File: config.mk
export PLATFORM = sky130hd
export DESIGN_NAME = if_stage_flat
export DESIGN_NICKNAME = d
export VERILOG_FILES = /design/src/rtl/cpu_pkg.sv /design/src/rtl/if_stage_if.sv /design/src/rtl/instr_rom.sv /design/src/rtl/if_stage.sv /design/src/flat_wrapper.sv
export SDC_FILE = /design/constraint.sdc
export NUM_CORES = 1
export LEC_CHECK = 0
export BUFFER_PORTS_ARGS = -buffer_cell sky130_fd_sc_hd__buf_2
export CAP_MARGIN = 30
export CORE_MARGIN = 3
export CORE_UTILIZATION = 50
export CTS_CLUSTER_SIZE = 30
export DETAILED_ROUTE_END_ITERATION = 10
export GPL_TIMING_DRIVEN = 0
export MAX_ROUTING_LAYER = met4
export PLACE_DENSITY = 0.79
export SLEW_MARGIN = 20
export SYNTH_ARGS = -nofsm -noshare
export SYNTH_HDL_FRONTEND = slang
export SYNTH_SLANG_ARGS = --single-unit
File: constraint.sdc
create_clock -name clk -period 2.6 [get_ports clk]
set_input_delay 0.26 -clock clk [delete_from_list [all_inputs] [get_ports clk]]
set_output_delay 0.26 -clock clk [all_outputs]
set_load 0.03 [all_outputs]
File: src/rtl/cpu_pkg.sv
// cpu_pkg: shared word width, NOP encoding and PC constants for the pipeline stages
package cpu_pkg;
  localparam int WORD_W = 32;
  localparam logic [WORD_W-1:0] NOP_INSTR = 32'h0000_0000;
  localparam logic [WORD_W-1:0] PC_STEP = 32'd4;
  localparam logic [WORD_W-1:0] RESET_PC_DEFAULT = 32'h0000_0000;
  function automatic logic [WORD_W-1:0] word_align(input logic [WORD_W-1:0] a);
    return a & ~32'd3;
  endfunction
endpackage

File: src/rtl/if_stage_if.sv
// if_stage_if: control inputs and IF/ID outputs of the fetch stage
interface if_stage_if;
  import cpu_pkg::*;
  logic stall;
  logic redirect;
  logic [WORD_W-1:0] redirect_pc;
  logic [WORD_W-1:0] pc;
  logic [WORD_W-1:0] if_id_instr;
  logic [WORD_W-1:0] if_id_pc4;
  logic if_id_valid;
  logic [WORD_W-1:0] fetch_cnt;
  modport master (
    output stall, redirect, redirect_pc,
    input pc, if_id_instr, if_id_pc4, if_id_valid, fetch_cnt
  );
  modport slave (
    input stall, redirect, redirect_pc,
    output pc, if_id_instr, if_id_pc4, if_id_valid, fetch_cnt
  );
endinterface

File: src/rtl/instr_rom.sv
// instr_rom: combinational word-addressed instruction ROM, NOP beyond the image
module instr_rom
  import cpu_pkg::*;
#(
  parameter int IMEM_DEPTH = 64,
  parameter string IMEM_FILE = "imem.hex",
  parameter logic [IMEM_DEPTH*WORD_W-1:0] IMEM_INIT = '0
) (
  input  logic [WORD_W-1:0] addr,
  output logic [WORD_W-1:0] data
);
  localparam int AW = $clog2(IMEM_DEPTH);
  logic [IMEM_DEPTH-1:0][WORD_W-1:0] rom;
  logic [WORD_W-1:0] word;
  assign rom = IMEM_INIT;
  assign word = addr >> 2;
  // any address past the image reads as NOP rather than aliasing back into it
  assign data = word < WORD_W'(IMEM_DEPTH) ? rom[word[AW-1:0]] : NOP_INSTR;
endmodule

File: src/rtl/if_stage.sv
// if_stage: program counter, ROM fetch and IF/ID register with stall and redirect-flush
module if_stage
  import cpu_pkg::*;
#(
  parameter int IMEM_DEPTH = 64,
  parameter logic [WORD_W-1:0] RESET_PC = RESET_PC_DEFAULT,
  parameter string IMEM_FILE = "imem.hex",
  parameter logic [IMEM_DEPTH*WORD_W-1:0] IMEM_INIT = '0
) (
  input logic clk,
  input logic reset_pc,
  if_stage_if.slave bus
);
  logic [WORD_W-1:0] rom_data;
  logic [WORD_W-1:0] pc_seq;
  instr_rom #(
    .IMEM_DEPTH(IMEM_DEPTH),
    .IMEM_FILE(IMEM_FILE),
    .IMEM_INIT(IMEM_INIT)
  ) u_rom (
    .addr(bus.pc),
    .data(rom_data)
  );
  assign pc_seq = bus.pc + PC_STEP;
  // redirect beats stall so a flushed slot never waits behind a hazard
  always_ff @(posedge clk) begin
    if (!reset_pc) begin
      bus.pc <= RESET_PC;
      bus.if_id_instr <= NOP_INSTR;
      bus.if_id_pc4 <= '0;
      bus.if_id_valid <= 1'b0;
      bus.fetch_cnt <= '0;
    end else if (bus.redirect) begin
      bus.pc <= word_align(bus.redirect_pc);
      bus.if_id_instr <= NOP_INSTR;
      bus.if_id_pc4 <= '0;
      bus.if_id_valid <= 1'b0;
    end else if (!bus.stall) begin
      bus.pc <= pc_seq;
      bus.if_id_instr <= rom_data;
      bus.if_id_pc4 <= pc_seq;
      bus.if_id_valid <= 1'b1;
      bus.fetch_cnt <= bus.fetch_cnt + 1'b1;
    end
  end
endmodule

File: src/flat_wrapper.sv
// flat-port wrapper written by rule: the top's interface ports become plain ports
module if_stage_flat import cpu_pkg::*;
#(
  parameter int IMEM_DEPTH = 64,
  parameter logic [WORD_W-1:0] RESET_PC = RESET_PC_DEFAULT,
  parameter string IMEM_FILE = "        ",
  parameter logic [IMEM_DEPTH*WORD_W-1:0] IMEM_INIT = '0
)
  (clk, reset_pc, bus_stall, bus_redirect, bus_redirect_pc, bus_pc, bus_if_id_instr, bus_if_id_pc4, bus_if_id_valid, bus_fetch_cnt);
  if_stage_if bus_i ();
  input logic clk;
  input logic reset_pc;
  input wire logic [$bits(bus_i.stall)-1:0] bus_stall;
  input wire logic [$bits(bus_i.redirect)-1:0] bus_redirect;
  input wire logic [$bits(bus_i.redirect_pc)-1:0] bus_redirect_pc;
  output wire logic [$bits(bus_i.pc)-1:0] bus_pc;
  output wire logic [$bits(bus_i.if_id_instr)-1:0] bus_if_id_instr;
  output wire logic [$bits(bus_i.if_id_pc4)-1:0] bus_if_id_pc4;
  output wire logic [$bits(bus_i.if_id_valid)-1:0] bus_if_id_valid;
  output wire logic [$bits(bus_i.fetch_cnt)-1:0] bus_fetch_cnt;
  assign bus_i.stall = bus_stall;
  assign bus_i.redirect = bus_redirect;
  assign bus_i.redirect_pc = bus_redirect_pc;
  assign bus_pc = bus_i.pc;
  assign bus_if_id_instr = bus_i.if_id_instr;
  assign bus_if_id_pc4 = bus_i.if_id_pc4;
  assign bus_if_id_valid = bus_i.if_id_valid;
  assign bus_fetch_cnt = bus_i.fetch_cnt;
  if_stage #(.IMEM_DEPTH(IMEM_DEPTH), .RESET_PC(RESET_PC), .IMEM_FILE(IMEM_FILE), .IMEM_INIT(IMEM_INIT)) u_core (.clk(clk), .reset_pc(reset_pc), .bus(bus_i));
endmodule
==> summary.txt <==
Outcome: completed
Vias per inst: 5.88
Power per cell area: 489 nW/um^2
Number of synthesized register bits: 93
CTS max path bufs: 2
Most frequent cells after synthesis: 93 x dfxtp_1, 70 x o21ai_0, 43 x a21oi_1
CP required: 2900 ps
Final hold vios: 0
CTS buffer count: 9
First-pass GRT wire length: 24900 um
Hold Slack: 135 ps
Worst vdd ir: 0.223 mV
Global route overflow: 0
Share of cells above drive strength 1: 24.3%
H-tree lvl count: 3
Syn Area/Cell: 8.11 sq um
Antenna Cells: 0
Clk root buf: clkbuf_8
Overall routed net length: 15400 um
Site Rows: 35
Remaining DRCs: 0
Post-route ant nets: 0
R2R depth: 7
FF-to-FF End: u_core.bus.if_id_pc4[26]
CTS tree: built
Synth Area in Simple Gates: 24.7%
GPL Wtd Cong: 0.925
Area contributors post-synth: dfxtp_1 37%, o21ai_0 7.0%, buf_4 5.4%
Crit path DAT: 2770 ps
Max Clk Rate: 406 MHz
Sequential area share after synthesis: 37.5%
DRT iter0 DRCs: 605
Cells after Synth: 613
Slew headroom: 34.8%
Maximum fanout along the worst path: 10
Min-Delay Path Class: in2reg
P_leak: 2.44 nW
Final min period: 2460 ps
Distinct cells, synth: 47
Die Y: 106 um
Area growth from synthesis to layout: 22.5%
Die area: 11200 sq um
WHS Path Cells: 3
Port buffer count: 124
Endpoints failing setup: 0
Core area: 9460 sq um
Synth Area in Compound Gates: 20.8%
Fin nets: 823
Mapped Area: 4970 sq um
Max-cap violations: 0
I/O pins: 165
TritonRoute pass-1 iters: 6
Post-synthesis adder-cell area fraction: 0.504%
Tcrit/Tclk final: 94.8%
Total track usage: 28.1%
Largest family of logic cells by synthesized area: simple AND/OR/NAND/NOR gates
Post-synth EDFFs: 0
Largest net degree at the start of global routing: 16
Min-Delay Endpoint: u_core.bus.pc[2]
Worst r2r src: u_core.bus.pc[3]
Final Max Slew Viols: 0
Reg2reg setup slack: 140 ps
Top_reg_cell synth: dfxtp_1
Slew at the pin closest to its max-slew limit: 969 ps
Post-synthesis mux area share: 1.01%
Initial Utilization: 52.5%
Final Skew: 10.1 ps
HP Start: bus_redirect_pc[2]
Clock sinks: 93
Clk pin slew, worst setup/hold paths: 90 ps
Wire per inst: 16.7 um
XOR/XNOR Fraction of Synth Area: 5.46%
Hold_buf cts: 0
Vias in the first global route: 5075
Die Width: 106 um
Async SR Flop Fraction: 0%
Synth warnings: 0
Clock Latency Late Sink: 370 ps
Detailed Place HPWL: 11200 um
Count leader, synth: dfxtp_1
Crit end category: register
Crit path kind: reg2reg
Area leader, netlist: dfxtp_1
Element type at the critical path start: register
Vias post-DR: 5406
Initial antenna violation count: 0
Total Power: 0.00298 W
Top-area cell type share of the netlist area: 37.5%
flip-flops by register name, summed over array words and instances, names as in the netlist:
name	cells
u_core.bus.if_id_valid	1
u_core.bus.if_id_pc4	30
u_core.bus.pc	30
u_core.bus.fetch_cnt	32
through the flow:
step	area (sq um)	worst slack (ps)	TNS (ps)	util (%)	cells
floorplan	5100	203	0	-	648
global placement	5880	69.7	0	62.2	901
detailed placement	5880	26.6	0	62.2	901
CTS	6060	5.39	0	64.1	917
global route	6090	-11.2	-11.2	64.4	919
finish	6090	136	0	64.4	919
what timing repair did:
action,CTS,global route
gates resized for setup,0,5
setup buffers,0,1
setup endpoints to repair,0,8
critical path, stage by stage (launching register included):
cell and delay (ps):
dfxtp_1 400, ha_1 160, buf_2 210, nand4_1 260, or4_4 640, clkbuf_2 220, or3_1 340, a31oi_1 160
layout make-up:
type	instances	area, sq um
Inverter	13	48.8
Tap cell	129	161
Buffer	80	444
Clock buffer	11	141
Sequential cell	93	1860
Fill cell	868	3370
Multi-Input combinational cell	462	2760
Timing Repair Buffer	126	633
Clock inverter	5	36.3
layout by cell type, fill, tap and decap left out, types with 2 or more instances in the layout:
cell,count
buf_1,2
clkinv_4,3
a31oi_1,25
a21oi_1,43
ha_1,2
and3_1,2
clkinv_2,2
clkbuf_2,3
conb_1,36
a211oi_1,2
nand2b_1,5
nor4_1,7
a311oi_1,6
inv_1,13
dfxtp_1,92
nand4b_1,5
nand4_1,25
xor2_1,8
nand2_1,32
o21ai_0,70
and4_1,13
or2_2,2
mux2i_1,5
nor3_1,12
and2_1,4
nand3_1,16
buf_4,37
nor2_1,32
clkbuf_1,36
nor2b_1,2
or3_1,27
xnor2_1,23
buf_2,129
or4_1,21
clkbuf_8,10
o31ai_1,19
a21o_1,4
worst max path at each step:
stage / cells after the start / startpoint / end
after detailed placement: 7 / u_core.bus.pc[2] / u_core.bus.if_id_pc4[26]
final: 7 / u_core.bus.pc[3] / u_core.bus.if_id_pc4[26]
after global routing: 7 / u_core.bus.pc[3] / u_core.bus.if_id_pc4[26]
after CTS: 7 / u_core.bus.pc[2] / u_core.bus.if_id_pc4[26]
after floorplan: 7 / u_core.bus.pc[2] / u_core.bus.if_id_pc4[26]
after global placement: 7 / u_core.bus.pc[2] / u_core.bus.if_id_pc4[26]
where the power goes:
group | internal [W] | switching, W
clock | 0.000377 | 0.000542
combinational | 0.000164 | 0.000358
sequential | 0.00147 | 0.0000609
kinds of logic (layout without fill, tap and decap cells):
group / count (synthesis) / count (layout)
AOI/OAI and AO/OA: 177 / 177
and+or+nand+nor: 211 / 211
buffers and inverters: 93 / 235
adders and majority gates: 2 / 2
DFF: 93 / 93
other: 1 / 36
xor gates and xnor gates: 31 / 31
muxes: 5 / 5
routing by layer:
| layer | vias up | GRT usage (%) | share of wire, % |
|---|---|---|---|
| met2 | 331 | 43.0 | 44 |
| met1 | 2462 | 36.7 | 42 |
| met5 | - | - | 0 |
| met4 | 0 | 12.6 | 3.8 |
| li1 | 2553 | - | - |
| met3 | 60 | 4.29 | 9.7 |
No activity file was read; power rests on OpenSTA's default activity.
